===== config.mk =====
export PLATFORM = sky130hd
export DESIGN_NAME = subtrator_serial
export DESIGN_NICKNAME = d
export VERILOG_FILES = /design/src/rtl/subtrator_serial.sv
export SDC_FILE = /design/constraint.sdc
export NUM_CORES = 1
export LEC_CHECK = 0
export BUFFER_PORTS_ARGS = -buffer_cell sky130_fd_sc_hd__clkbuf_2
export CAP_MARGIN = 30
export CELL_PAD_IN_SITES_DETAIL_PLACEMENT = 0
export CELL_PAD_IN_SITES_GLOBAL_PLACEMENT = 1
export CORE_MARGIN = 8
export CORE_UTILIZATION = 40
export CTS_CLUSTER_DIAMETER = 50
export DETAILED_ROUTE_END_ITERATION = 6
export PLACE_DENSITY_LB_ADDON = 0.25
export REMOVE_ABC_BUFFERS = 1
export SYNTH_ARGS = -nofsm -noshare
export SYNTH_HDL_FRONTEND = slang
export SYNTH_SLANG_ARGS = --single-unit

===== constraint.sdc =====
create_clock -name clk -period 2.3 [get_ports clk]
set_input_delay 0.115 -clock clk [delete_from_list [all_inputs] [get_ports clk]]
set_output_delay 0.115 -clock clk [all_outputs]
set_load 0.005 [all_outputs]

===== src/rtl/subtrator_serial.sv =====
// Bit-serial subtractor: d = a - b - bin, one bit per clock, LSB first.
// One full-subtractor cell reused over WIDTH cycles, with a start/ready/done handshake.
module subtrator_serial #(
  parameter int unsigned WIDTH = 4
) (
  input  logic             clk,
  input  logic             rst_n,
  input  logic             start,
  input  logic [WIDTH-1:0] a,
  input  logic [WIDTH-1:0] b,
  input  logic             bin,
  output logic             ready,
  output logic             done,
  output logic [WIDTH-1:0] d,
  output logic             bout,
  output logic             ovf
);

  localparam int unsigned IW  = $clog2(WIDTH) + 1;
  localparam int unsigned AW  = (WIDTH > 2) ? $clog2(WIDTH) : 1;
  localparam int unsigned MSB = WIDTH - 1;

  typedef enum logic [1:0] {S_IDLE, S_CALC, S_DONE} state_t;

  state_t           r_state, w_state_nxt;
  logic [WIDTH-1:0] r_a, r_b, r_d;
  logic [WIDTH-1:0] w_a_nxt, w_b_nxt, w_d_nxt;
  logic [IW-1:0]    r_i, w_i_nxt;
  logic             r_borrow, w_borrow_nxt;
  logic             r_ready, w_ready_nxt;
  logic             r_done, w_done_nxt;
  logic             r_bout, w_bout_nxt;
  logic             r_ovf, w_ovf_nxt;
  logic [AW-1:0]    w_idx;
  logic             w_ai, w_bi;

  assign w_idx = r_i[AW-1:0];
  assign w_ai  = r_a[w_idx];
  assign w_bi  = r_b[w_idx];

  // State and datapath registers; reset discards any partial result.
  always_ff @(posedge clk) begin
    if (!rst_n) begin
      r_state  <= S_IDLE;
      r_a      <= '0;
      r_b      <= '0;
      r_d      <= '0;
      r_i      <= '0;
      r_borrow <= 1'b0;
      r_ready  <= 1'b1;
      r_done   <= 1'b0;
      r_bout   <= 1'b0;
      r_ovf    <= 1'b0;
    end else begin
      r_state  <= w_state_nxt;
      r_a      <= w_a_nxt;
      r_b      <= w_b_nxt;
      r_d      <= w_d_nxt;
      r_i      <= w_i_nxt;
      r_borrow <= w_borrow_nxt;
      r_ready  <= w_ready_nxt;
      r_done   <= w_done_nxt;
      r_bout   <= w_bout_nxt;
      r_ovf    <= w_ovf_nxt;
    end
  end

  // Next-state and next-output logic.
  always_comb begin
    w_state_nxt  = r_state;
    w_a_nxt      = r_a;
    w_b_nxt      = r_b;
    w_d_nxt      = r_d;
    w_i_nxt      = r_i;
    w_borrow_nxt = r_borrow;
    w_done_nxt   = 1'b0;
    w_bout_nxt   = r_bout;
    w_ovf_nxt    = r_ovf;

    case (r_state)
      S_IDLE: begin
        if (start) begin
          w_a_nxt      = a;
          w_b_nxt      = b;
          w_borrow_nxt = bin;
          w_i_nxt      = '0;
          w_state_nxt  = S_CALC;
        end
      end
      S_CALC: begin
        w_d_nxt[w_idx] = w_ai ^ w_bi ^ r_borrow;
        w_borrow_nxt   = (~w_ai & w_bi) | (~(w_ai ^ w_bi) & r_borrow);
        w_i_nxt        = r_i + IW'(1);
        if (r_i == IW'(WIDTH - 1)) begin
          w_state_nxt = S_DONE;
        end
      end
      S_DONE: begin
        w_done_nxt  = 1'b1;
        w_bout_nxt  = r_borrow;
        w_ovf_nxt   = (r_a[MSB] != r_b[MSB]) & (r_d[MSB] != r_a[MSB]);
        w_state_nxt = S_IDLE;
      end
      default: begin
        w_state_nxt = S_IDLE;
      end
    endcase

    w_ready_nxt = (w_state_nxt == S_IDLE);
  end

  assign ready = r_ready;
  assign done  = r_done;
  assign d     = r_d;
  assign bout  = r_bout;
  assign ovf   = r_ovf;

endmodule

==> reports/summary.txt <==
Status: finished clean
Vias per inst: 4.868
Gate power share: 0.137
Io pins: 20
RSZ-0062 raised after global routing: no
PostCTS Resize Cnt: 0
Global Route Usage Sum: 0.09577
CTS sink count: 22
Sw Ratio: 0.2500
Relative slew margins: 0.6727
Mean post-synth cell area: 10.55 um^2
Total iterations of the first detailed-routing run: 7
Slew Viols, Final: 0
Design Area, Final: 1127 um^2
Hold Violations, Final: 0
Clock buffer depth: 2
Power density over the cells: 600.7 nW/um^2
Largest net degree at the start of global routing: 17
Row count: 18
Antenna violations before repair: 0
Yosys warns: 0
Clk pin slew, worst setup/hold paths: 0.12 ns
Filler Cell Count: 238
Final WS setup: 0.3808 ns
H-tree Lvls: 1
Switching power: 169.3 uW
Via count: 701
Internal: 507.8 uW
Final Cycle Share: 0.8344
Achievable Freq: 521.1 MHz
Overflow after GRT: 0
Height of the die: 66.06 um
Crit Path Class: register to register
Dpl cell area: 1105 um^2
Synthesized instance count: 95
Hpwl dp: 1435 um
Iteration-0 DRC Markers: 29
Routability congestion estimate: 0.6936
Post-synth design cell area: 1002 um^2
Final net count: 134
Tmin final: 1.919 ns
Cts hold-fix bufs: 0
CTS Buf Count: 3
Core footprint: 2432 um^2
Critical path required time: 2.53 ns
#FFs+latches synth: 22
P_leak: 0.4931 nW
Crit-path max cell delay: 0.59 ns
Pre-CTS WS: 0.4109 ns
Critical-path cell list: mux4_2 -> fa_1 -> nand3_1 -> a21oi_1
Vias in the first global route: 729
CP Capture Type: register
Area of the multi-input gates: 498.0 um^2
Hold Crit Class: primary input to register
Layout cell share with drive strength beyond 1: 0.2807
Crit path buf inv count: 0
First-pass GRT wire length: 3346 um
Antenna-violating nets left: 0
Wire length per cell: 12.88 um
Area grow syn2layout: 12.48%
Final Setup Violations: 0
Clock share of power: 0.250
Worst-margin pin slew: 0.4904 ns
Maxcap violations: 0
DRC: 0
I/O Buffers: 19
Worst-Skew Late Latency: 0.29 ns
CP Launch Type: register
Skew final: 0.004870 ns
# diodes: 0
IR Drop Worst-Case VDD: 0.3437 mV
Setup TNS: 0 ns
Yosys cell types: 28
Final wirelength: 1854 um
Die area: 4363 um^2
Sequential share of the synthesized area: 0.4395
Root Driver: clkbuf_4
CTS tree: built
Share of total power in sequential cells: 0.614
Critical Path AT: 2.15 ns
Number of flops mapped to enable cells by yosys: 0
Main flop type after synthesis: dfxtp_1
Setup Buffers After CTS: 0
Ys async rst share: 0
Critical-path maximum fanout: 7
Slowest-stage cell, CP: fa_1
CP delay by family, top: adder cells
Initial Util: 0.4120
FF/Latch Area: 440.4 um^2
Die X-Extent: 66.06 um
==> logic make-up (layout without fill, tap and decap cells) <==
kind of cell             Yosys count  count (layout)  synth area share
flip-flops                        22              22            0.4394
adder cells (fa/ha/maj)            6               6           0.08240
AND/OR/NAND/NOR                   27              27            0.1523
AO/OA/AOI/OAI                     18              18            0.1273
multiplexers                      11              11            0.1348
buffers and inverters             11              30           0.06367
==> cells in the final DEF, fill, tap and decap left out, drive strengths merged <==
master,Yosys,routed
nand3,4,4
o221a,1,1
o21ai,2,2
fa,1,1
nor3b,2,2
inv,7,7
mux2i,9,9
a211oi,1,1
a21oi,6,6
or3b,1,1
a21bo,4,4
nor2,14,14
a22oi,2,2
and2b,2,2
mux4,2,2
a31oi,1,1
and3,1,1
o21bai,1,1
ha,5,5
nand3b,1,1
nor2b,1,1
dfxtp,22,22
buf,3,1
clkbuf,1,22
and2,1,1
==> flip-flops by register name (all words and copies together) (netlist names) <==
register / flops
done: 1
ovf: 1
r_b: 4
bout: 1
r_state: 2
ready: 1
r_a: 4
d: 4
r_borrow: 1
r_i: 3
==> per-stage QoR <==
stage	std cells	utilization	hold WS, ns	total power [mW]
6_report	144	0.4635	0.04811	0.6771
3_3_place_gp	141	0.4542	0.3477	0.5165
2_1_floorplan	91	-	0.2367	0.4842
4_1_cts	144	0.4635	0.04722	0.6799
5_1_grt	144	0.4635	0.04277	0.7197
3_5_place_dp	141	0.4542	0.3576	0.5172
==> cell type report <==
class                           count  share of cell area
Inverter                            7             0.02331
Timing Repair Buffer               20             0.09101
Sequential cell                    22              0.3907
Clock buffer                        3             0.01998
Tap cell                           30             0.03330
Multi-Input combinational cell     62              0.4417
==> synth_stat cells (all sizes together), types with 2 or more instances <==
master | count | area [um^2]
nand3 | 4 | 20.02
a21bo | 4 | 40.04
nor3b | 2 | 20.02
ha | 5 | 62.56
nor2 | 14 | 52.55
mux4 | 2 | 45.04
and2b | 2 | 16.27
inv | 7 | 26.28
a22oi | 2 | 15.01
mux2i | 9 | 90.09
o21ai | 2 | 10.01
buf | 3 | 33.78
dfxtp | 22 | 440.4
a21oi | 6 | 30.03
==> tightest hold or removal path, stage by stage <==
cell and delay [ns]:
clkbuf_2 0.08, mux2i_1 0.05, nor2_1 0.07
==> final timing paths <==
| kind | startpoint | end | slack [ns] | depth (start not counted) |
|---|---|---|---|---|
| setup / recovery | r_i[0]$_SDFFE_PN0P_ | d[1]$_SDFFE_PN0P_ | 0.38 | 4 |
| hold / removal | b[0] | r_b[0]$_SDFFE_PN0P_ | 0.05 | 3 |
| setup reg to reg | r_i[0]$_SDFFE_PN0P_ | d[1]$_SDFFE_PN0P_ | 0.38 | 4 |
| hold reg to reg | bout$_SDFFE_PN0P_ | bout$_SDFFE_PN0P_ | 0.50 | 2 |
==> layer usage <==
layer	global-route usage	up-vias	share of wire
met1	0.1211	321	0.49
met3	0.03390	2	0.046
met4	0.03467	0	0.0065
met5	0	-	0
li1	-	366	-
met2	0.1462	12	0.46
==> power groups by stage <==
stage	combinational, mW	sequential (mW)	clock, mW
2_1_floorplan	0.0646	0.420	0
4_1_cts	0.0937	0.416	0.171
5_1_grt	0.103	0.420	0.197
6_report	0.0926	0.416	0.169
3_5_place_dp	0.0929	0.424	0
3_3_place_gp	0.0927	0.424	0
Power figures use the tool's default switching activity.
